File: config.mk
export PLATFORM = sky130hd
export DESIGN_NAME = multdiv_iter
export DESIGN_NICKNAME = d
export VERILOG_FILES = /design/src/rtl/multdiv_iter.sv
export SDC_FILE = /design/constraint.sdc
export NUM_CORES = 1
export LEC_CHECK = 0
export CORE_MARGIN = 3
export CORE_UTILIZATION = 30
export DETAILED_ROUTE_END_ITERATION = 12
export GPL_TIMING_DRIVEN = 0
export PLACE_DENSITY = 0.47
export SLEW_MARGIN = 5
export SYNTH_ARGS = -nofsm -noshare
export SYNTH_HDL_FRONTEND = slang
export SYNTH_SLANG_ARGS = --single-unit
File: constraint.sdc
create_clock -name clk -period 5.89 [get_ports clk]
set_input_delay 1.178 -clock clk [delete_from_list [all_inputs] [get_ports clk]]
set_output_delay 1.178 -clock clk [all_outputs]
set_load 0.03 [all_outputs]
File: src/rtl/multdiv_iter.sv
// Iterative signed multiply/divide unit for the X/M stage.
// MULT uses radix-2 Booth, DIV uses restoring division on magnitudes.
// A start pulse loads operands; WIDTH iterations follow, then one DONE
// cycle registers the result and pulses data_resultRDY.
module multdiv_iter #(
  parameter int WIDTH = 32,
  parameter int CNT_W = 6
) (
  input  logic             clk,
  input  logic             clr,
  input  logic [WIDTH-1:0] data_operandA,
  input  logic [WIDTH-1:0] data_operandB,
  input  logic             ctrl_MULT,
  input  logic             ctrl_DIV,
  output logic [WIDTH-1:0] data_result,
  output logic             data_exception,
  output logic             data_resultRDY,
  output logic             data_busy
);

  typedef enum logic [1:0] {IDLE, RUN, DONE} state_t;

  state_t           state;
  logic [CNT_W-1:0] cnt;
  logic             start;

  // Shared datapath. MULT: {acc, q, qm1} is the Booth product register, acc
  // carries one guard bit so subtracting the most-negative multiplicand
  // cannot overflow. DIV: acc is the partial remainder, q shifts the
  // dividend out and the quotient in, mcand holds the divisor magnitude.
  logic             op_mult;
  logic             neg_res;
  logic             div_zero;
  logic [WIDTH:0]   acc;
  logic [WIDTH-1:0] q;
  logic             qm1;
  logic [WIDTH-1:0] mcand;

  logic [WIDTH-1:0] abs_a;
  logic [WIDTH-1:0] abs_b;
  logic [WIDTH:0]   mcand_ext;
  logic [WIDTH:0]   booth_sum;
  logic [WIDTH:0]   div_shift;
  logic [WIDTH+1:0] div_trial;
  logic [WIDTH:0]   mult_hi;
  logic             mult_ovf;
  logic [WIDTH-1:0] quot_signed;

  assign start = ctrl_MULT | ctrl_DIV;
  assign abs_a = data_operandA[WIDTH-1] ? -data_operandA : data_operandA;
  assign abs_b = data_operandB[WIDTH-1] ? -data_operandB : data_operandB;

  // Next-iteration arithmetic for both operations and the final result forms.
  always_comb begin
    // NOTE: every signal gets a default before the case so no path can leave it unassigned and infer a latch.
    mcand_ext = {mcand[WIDTH-1], mcand};
    booth_sum = acc;
    case ({q[0], qm1})
      2'b01:   booth_sum = acc + mcand_ext;
      2'b10:   booth_sum = acc - mcand_ext;
      default: booth_sum = acc;
    endcase
    div_shift   = {acc[WIDTH-1:0], q[WIDTH-1]};
    div_trial   = {1'b0, div_shift} - {2'b00, mcand};
    // Upper WIDTH+1 bits of the 2*WIDTH product must be a pure sign extension.
    mult_hi     = {acc[WIDTH-1:0], q[WIDTH-1]};
    mult_ovf    = ~((&mult_hi) | ~(|mult_hi));
    quot_signed = neg_res ? -q : q;
  end

  // Datapath: load on start, otherwise iterate while running.
  always_ff @(posedge clk) begin
    // NOTE: datapath registers carry no reset; a start edge always loads them before any result is formed.
    if (start) begin
      op_mult  <= ctrl_MULT;
      acc      <= '0;
      qm1      <= 1'b0;
      neg_res  <= data_operandA[WIDTH-1] ^ data_operandB[WIDTH-1];
      div_zero <= (data_operandB == '0);
      if (ctrl_MULT) begin
        mcand <= data_operandA;
        q     <= data_operandB;
      end else begin
        mcand <= abs_b;
        q     <= abs_a;
      end
    end else if (state == RUN) begin
      if (op_mult) begin
        acc <= {booth_sum[WIDTH], booth_sum[WIDTH:1]};
        q   <= {booth_sum[0], q[WIDTH-1:1]};
        qm1 <= q[0];
      end else if (div_trial[WIDTH+1]) begin
        acc <= div_shift;
        q   <= {q[WIDTH-2:0], 1'b0};
      end else begin
        acc <= div_trial[WIDTH:0];
        q   <= {q[WIDTH-2:0], 1'b1};
      end
    end
  end

  // Control FSM with registered outputs; a start pulse restarts from any state.
  always_ff @(posedge clk) begin
    // NOTE: non-blocking assignments so every register in this block sees pre-edge values.
    if (clr) begin
      state          <= IDLE;
      cnt            <= '0;
      data_result    <= '0;
      data_exception <= 1'b0;
      data_resultRDY <= 1'b0;
      data_busy      <= 1'b0;
    end else begin
      data_resultRDY <= 1'b0;
      if (start) begin
        state     <= RUN;
        cnt       <= '0;
        data_busy <= 1'b1;
      end else begin
        case (state)
          RUN: begin
            cnt <= cnt + CNT_W'(1);
            if (cnt == CNT_W'(WIDTH - 1)) state <= DONE;
          end
          DONE: begin
            state          <= IDLE;
            data_busy      <= 1'b0;
            data_resultRDY <= 1'b1;
            if (op_mult) begin
              data_result    <= q;
              data_exception <= mult_ovf;
            end else if (div_zero) begin
              data_result    <= '0;
              data_exception <= 1'b1;
            end else begin
              data_result    <= quot_signed;
              // A positive quotient with the top bit set only arises from min / -1.
              data_exception <= ~neg_res & q[WIDTH-1];
            end
          end
          default: ;
        endcase
      end
    end
  end

endmodule
==> run_results.csv, run 1 <==
group,metric,value,unit
power_and_ir_drop,swShare,0.3883,
power_and_ir_drop,p_leak,5.920,nW
clock_network,clk_latency,0.45,ns
final_layout,seqCellArea,0.003553,mm²
clock_network,cts_inserted_buffers,17,
setup_path,worstPathRequired,6.23,ns
power_and_ir_drop,peakVddDrop,0.2180,mV
die,die_area,0.04655,mm²
timing,finalCritPeriodShare,0.9566,
final_layout,nets,1992,
timing,tightest_slew,1.203,ns
power_and_ir_drop,clkPwrFrac,0.298,
clock_network,cts_resized,0,
synth,synthCells,1731,
power_and_ir_drop,pwr-share-seq,0.342,
die,start_util,0.3051,
final_layout,final_cells,2450,
clock_network,post_cts_buffers,0,
setup_path,critPathKind,"reg2reg",
synth,synth-async-reset-ratio,0,
synth,syn_area,0.01320,mm²
final_layout,multi_input_area,0.009041,mm²
timing,setup_viol,0,
synth,yosysTopAreaCell,"edfxtp_1",
final_layout,n_antenna_cell,0,
setup_path,path_buf_inv,2,
global_route,overflow,0,
place,io_buffers,101,
global_route,grt_pass1_vias,13030,
synth,ys_ff_latch,144,
routing,wl,54200,µm
clock_network,clock-sinks,144,
synth,synth_seq_area_share,0.2692,
synth,yosys_warnings,0,
hold_path,worst_hold_path_type,"reg2reg",
routing,num_vias,13755,
routing,dr.pass1.iters,5,
synth,synth.area.top_cells,"edfxtp_1 15%, dfxtp_1 12%, o21ai_0 7.1%, ha_1 6.6%, xnor2_1 6.0%",
synth,synth_nets,1871,
global_route,grt_max_degree,34,
synth,ys.flop_type,"dfxtp_1",
synth,synth_top_area_share,0.1524,
place,dp_hpwl,43490,µm
outcome,outcome,"complete, no violations",
setup_path,slowest_stage,"buf_1",
clock_network,cts_tree,"yes",
timing,finalHoldViolations,0,
final_layout,final_core_util,0.3591,
clock_network,htree_levels,4,
synth,syn_area_per_cell,7.625,µm²
timing,skew,0.02189,ns
global_route,grt_pass1_wl,81330,µm
power_and_ir_drop,p_total,3.681,mW
setup_path,worstPathArrival,5.98,ns
synth,synth_most_common_cell,"nand2_1",
final_layout,drive_gt1_frac,0.03056,
setup_path,cp_cell_sequence,"ha_1, clkbuf_1, buf_1, mux2i_1, ha_1, nor2b_1, o21ai_0, a21oi_1, a21bo_2, a21oi_1, o211ai_1, a31o_2, a31oi_1, mux2i_1, o21ai_0, o2111a_1",
timing,setup-tns-final,0,ns
final_layout,num-fill-cells,4609,
die,core_area,0.04327,mm²
synth,ys_top_cells_by_count,"208 x nand2_1, 186 x o21ai_0, 155 x nor2_1",
setup_path,crit_path_start_kind,"register",
timing,rsz0062_at_grt,"false",
timing,max-slew-margin-rel,0.1931,
clock_network,holdBufCountCts,0,
flow_run,cap_violations,0,
setup_path,cp-end-kind,"register",
setup_path,cp_max_fo,10,
routing,vias_per_cell,5.614,
routing,ant_nets,0,
timing,slew_violations,0,
die,die_x,215.8,µm
routing,route.detailed.drc,0,
synth,synth_edf_count,67,
clock_network,clk_pin_slew,0.07,ns
setup_path,cp_top_family,"compound AO/OA/AOI/OAI gates",
synth,synth_cell_types,72,
power_and_ir_drop,comb_power_share,0.360,
setup_path,cp_slowest_stage_delay,0.64,ns
place,dp.cells,2418,
place,gp_congestion,0.9122,
routing,drtIter0Drc,1450,
power_and_ir_drop,power.internal,2.251,mW
global_route,antenna_found_initial,0,
die,boundaryPins,103,
clock_network,root_buffer,"clkbuf_16",
timing,worst_slack,0.2558,ns
timing,whs,0.4638,ns
final_layout,fin_area,0.01554,mm²
clock_network,cts_buffer_depth,2,
power_and_ir_drop,p_switching,1.429,mW
place,place_ws,0.2897,ns
final_layout,syn2layout_area_growth,17.73,%
die,rows,76,
timing,fin_crit,5.634,ns
place,place_area,0.01496,mm²
timing,max_freq,177.5,MHz
die,die_h,215.8,µm
power_and_ir_drop,power_density,236.9,mW/mm²
global_route,grt_use_total,0.2283,
routing,wire_per_inst,22.12,µm
-- final timing paths --
kind / from / endpoint / slack (ns) / cells after the start
worst min-delay path: data_result[8]$_SDFFE_PP0P_ / data_result[8]$_SDFFE_PP0P_ / 0.46 / 2
worst max register to register: q[0]$_DFFE_PP_ / acc[30]$_SDFFE_PN0P_ / 0.26 / 16
worst min register to register: data_result[8]$_SDFFE_PP0P_ / data_result[8]$_SDFFE_PP0P_ / 0.46 / 2
worst max-delay path: q[0]$_DFFE_PP_ / acc[30]$_SDFFE_PN0P_ / 0.26 / 16
-- flip-flops by register name, summed over array words and instances (netlist names) --
register / count
mcand: 32
data_result: 32
op_mult: 1
data_busy: 1
data_exception: 1
cnt: 6
div_zero: 1
neg_res: 1
qm1: 1
acc: 33
state: 2
q: 32
data_resultRDY: 1
-- placed cells by master (no fill, tap or decap), drive strengths merged, types with 9 or more instances in the layout --
cell	synthesis	routed
nand2	208	208
o21ai	187	187
nor2	155	155
a21oi	149	149
clkdlybuf4s50	0	101
clkbuf	75	94
xnor2	90	90
dfxtp	77	77
inv	69	71
ha	70	70
edfxtp	67	67
xor2	56	56
nand2b	50	50
mux2i	43	43
a21o	36	36
o211ai	33	33
nand3	31	31
nor4	26	26
o31ai	24	24
a32oi	24	24
or3	21	21
nand4	20	20
a31oi	18	18
buf	17	18
or4	16	16
nor3	15	15
o41ai	14	14
a211oi	14	14
nor2b	14	14
o21a	10	10
and3	9	9
-- layer usage --
layer	track usage	vias up	part of all wire
met1	0.3291	6634	0.47
met3	0.03436	49	0.064
met5	0	-	0
met2	0.3575	498	0.45
li1	-	6574	-
met4	0.05684	0	0.017
-- worst min-delay path, stage by stage (launching register included) --
cell and delay [ns]:
dfxtp_1 0.31, nand2b_1 0.06, a32oi_1 0.05
-- layout make-up --
| type | count | area share |
|---|---|---|
| well taps | 585 | 0.04711 |
| clock inverters | 13 | 0.008777 |
| clock buffers | 19 | 0.02786 |
| multi-input cells | 1425 | 0.5818 |
| repair buffers | 102 | 0.06635 |
| inverters | 70 | 0.01691 |
| flip-flops and latches | 144 | 0.2287 |
| plain buffers | 92 | 0.02247 |
-- power groups by stage --
stage | clock network [mW] | registers, mW | logic [mW]
final | 1.10 | 1.26 | 1.33
after global routing | 1.16 | 1.27 | 1.45
after CTS | 1.11 | 1.26 | 1.31
after detailed placement | 0 | 1.28 | 1.30
after global placement | 0 | 1.28 | 1.30
after floorplan | 0 | 1.22 | 0.890
-- kinds of logic (layout without fill, tap and decap cells) --
kind of cell             count (synthesis)  in the layout  share of synthesized area
AO/OA/AOI/OAI                          576            576                     0.2731
AND/OR/NAND/NOR                        586            586                     0.2108
multiplexers                            45             45                    0.03432
XOR/XNOR                               146            146                    0.09688
buffers and inverters                  162            296                    0.04626
adder cells (fa/ha/maj)                 72             72                    0.06939
flip-flops                             144            144                     0.2692
No activity file was read; power rests on OpenSTA's default activity.
==> run 2, diff against run 1 <==
Settings changed: PLACE_DENSITY 0.47 to 0.48.
Clock period 5.89 ns to 4.65 ns, I/O delays scaled along.
==> run 2 against run 1 <==
Critical path depth grew 5. Sequential cell count unchanged. Largest cell class unchanged. Highest routed layer unchanged. Design area is 1.9% higher. Maximum frequency up 26%. Worst hold slack improved by 0.0068 ns. Clock skew shrank 0.0060 ns. Register-to-register slack lost 0.08 ns. Sequential power grew 26%. Die area did not move.
==> run_results.csv, run 2 (synthesis gave the netlist of run 1 again) <==
group,metric,value,unit
setup_path,worstPathRequired,5.01,ns
power_and_ir_drop,comb_power_share,0.359,
timing,finalCritPeriodShare,0.9629,
final_layout,largest_reg_flops,33,
place,dp.cells,2418,
clock_network,htree_levels,4,
die,boundaryPins,103,
clock_network,root_buffer,"clkbuf_16",
final_layout,fin_area,0.01584,mm²
routing,ant_nets,0,
clock_network,clk_pin_slew,0.07,ns
clock_network,clk_latency,0.48,ns
timing,max-slew-margin-rel,0.3180,
routing,wl,53990,µm
timing,whs,0.4706,ns
final_layout,final_cells,2465,
place,gp_congestion,0.9189,
timing,rsz0062_at_grt,"false",
clock_network,cts_inserted_buffers,17,
hold_path,min_to,"data_result[19]$_SDFFE_PP0P_",
timing,max_freq,223.3,MHz
setup_path,r2r-end,"acc[32]$_SDFFE_PN0P_",
place,dp_hpwl,42940,µm
setup_path,worstPathArrival,4.84,ns
place,io_buffers,101,
setup_path,crit_path_start_kind,"register",
global_route,antenna_found_initial,0,
final_layout,drive_gt1_frac,0.05638,
power_and_ir_drop,p_leak,6.058,nW
timing,fin_crit,4.478,ns
power_and_ir_drop,p_total,4.753,mW
clock_network,cts_tree,"yes",
power_and_ir_drop,peakVddDrop,0.2791,mV
global_route,grt_pass1_vias,13326,
die,die_area,0.04655,mm²
routing,wl_met2,24180,µm
power_and_ir_drop,p_switching,1.861,mW
flow_run,cap_violations,0,
timing,skew,0.01588,ns
hold_path,worst_hold_path_type,"reg2reg",
routing,top_layer,"met4",
clock_network,clock-sinks,144,
hold_path,hold_path_depth,2,
die,start_util,0.3051,
clock_network,holdBufCountCts,0,
setup_path,r2r_cells,21,
hold_path,hp-start,"data_result[19]$_SDFFE_PP0P_",
timing,finalHoldViolations,0,
outcome,outcome,"complete, no violations",
global_route,grt_pass1_wl,81500,µm
die,rows,76,
setup_path,cp_max_fo,4,
place,place_area,0.01496,mm²
setup_path,reg2reg_from,"mcand[2]$_DFFE_PN_",
global_route,grt_use_total,0.2275,
timing,tightest_slew,1.023,ns
power_and_ir_drop,power_density,300.1,mW/mm²
final_layout,layout_commonest_cell,"nand2_1",
timing,setup_viol,0,
final_layout,syn2layout_area_growth,19.99,%
setup_path,cp-end-kind,"register",
die,die_h,215.8,µm
timing,slew_violations,0,
routing,wl_met1,25610,µm
global_route,overflow,0,
routing,num_vias,13835,
routing,dr.pass1.iters,5,
routing,vias_per_cell,5.613,
clock_network,cts_buffer_depth,2,
power_and_ir_drop,power.internal,2.893,mW
routing,wire_per_inst,21.90,µm
power_and_ir_drop,swShare,0.3914,
routing,route.detailed.drc,0,
global_route,grt_max_degree,35,
die,core_area,0.04327,mm²
die,die_x,215.8,µm
routing,wl_met3,2901,µm
setup_path,ff2ff_setup_slack,0.17,ns
setup_path,critPathKind,"reg2reg",
final_layout,layout_common_cells,"206 x nand2_1, 186 x o21ai_0, 152 x nor2_1",
power_and_ir_drop,pwr-share-seq,0.335,
final_layout,nets,2007,
final_layout,n_antenna_cell,0,
final_layout,final_core_util,0.3661,
final_layout,num-fill-cells,4623,
power_and_ir_drop,clkPwrFrac,0.306,
routing,drtIter0Drc,1333,
final_layout,top_register,"acc",
## run 2: cell count changes in the layout (fill, tap and decap cells not counted), moves of 4 or more
cell      previous run  this run
buf_4                0        15
clkbuf_1            76        71
clkbuf_2             1         5
buf_1               15        10
## run 2: worst max-delay path: stages (launching register included)
cell and delay (ns):
edfxtp_1 0.43, nor2_2 0.15, and4_4 0.26, nand2_2 0.08, nor4_4 0.19, and3_4 0.26, nand2_2 0.07, nor4_4 0.31
nor2_2 0.10, xnor2_1 0.14, ha_1 0.36, a21o_1 0.19, a21o_1 0.18, a21o_1 0.19, a21o_1 0.17, a21o_1 0.18
and3_4 0.18, a31oi_4 0.17, a21oi_2 0.09, mux2i_2 0.25, mux2i_1 0.14, a221o_1 0.27
## run 2: routing by layer
layer  vias to the layer above  global-route usage
li1                       6621                   -
met1                      6684              0.3236
met2                       461              0.3590
met3                        69             0.02887
met4                         0             0.07050
met5                         -                   0
## run 2: metrics by stage
step,setup WS [ns],setup TNS [ns]
after CTS,0.01121,0
after global placement,-0.9194,-49.38
after global routing,0.005829,0
final,0.1723,0
after floorplan,0.2230,0
after detailed placement,-0.6762,-10.03
## run 2: repair_timing
action	in CTS	in global routing
gates cloned	0	0
resized for setup	15	27
setup buffers	4	11
endpoints found under the setup margin	14	27
pin swaps	1	12
## run 2: cell type report
class	count	area, µm²	share of cell area
multi-input cells	1425	9163	0.5785
flip-flops and latches	144	3553	0.2244
repair buffers	118	1171	0.07395
well taps	585	732.0	0.04622
clock buffers	17	425.4	0.02686
plain buffers	91	356.6	0.02252
inverters	70	262.8	0.01659
clock inverters	15	173.9	0.01098
## run 2: worst max path at each step
stage	start	endpoint	slack, ns	depth (start not counted)
5_1_grt	q[0]$_DFFE_PP_	acc[32]$_SDFFE_PN0P_	0.006	17
4_1_cts	mcand[1]$_DFFE_PN_	acc[32]$_SDFFE_PN0P_	0.01	21
3_5_place_dp	mcand[2]$_DFFE_PN_	acc[32]$_SDFFE_PN0P_	-0.68	21
3_3_place_gp	ctrl_DIV	mcand[9]$_DFFE_PN_	-0.92	6
6_report	mcand[2]$_DFFE_PN_	acc[32]$_SDFFE_PN0P_	0.17	21
2_1_floorplan	mcand[2]$_DFFE_PN_	acc[32]$_SDFFE_PN0P_	0.22	21
## run 2: power by group through the flow
| stage | Sequential, mW | Combinational, mW | Clock, mW |
|---|---|---|---|
| floorplan | 1.54 | 1.13 | 0 |
| global placement | 1.62 | 1.63 | 0 |
| detailed placement | 1.61 | 1.63 | 0 |
| CTS | 1.59 | 1.65 | 1.47 |
| global route | 1.61 | 1.87 | 1.52 |
| finish | 1.59 | 1.70 | 1.45 |
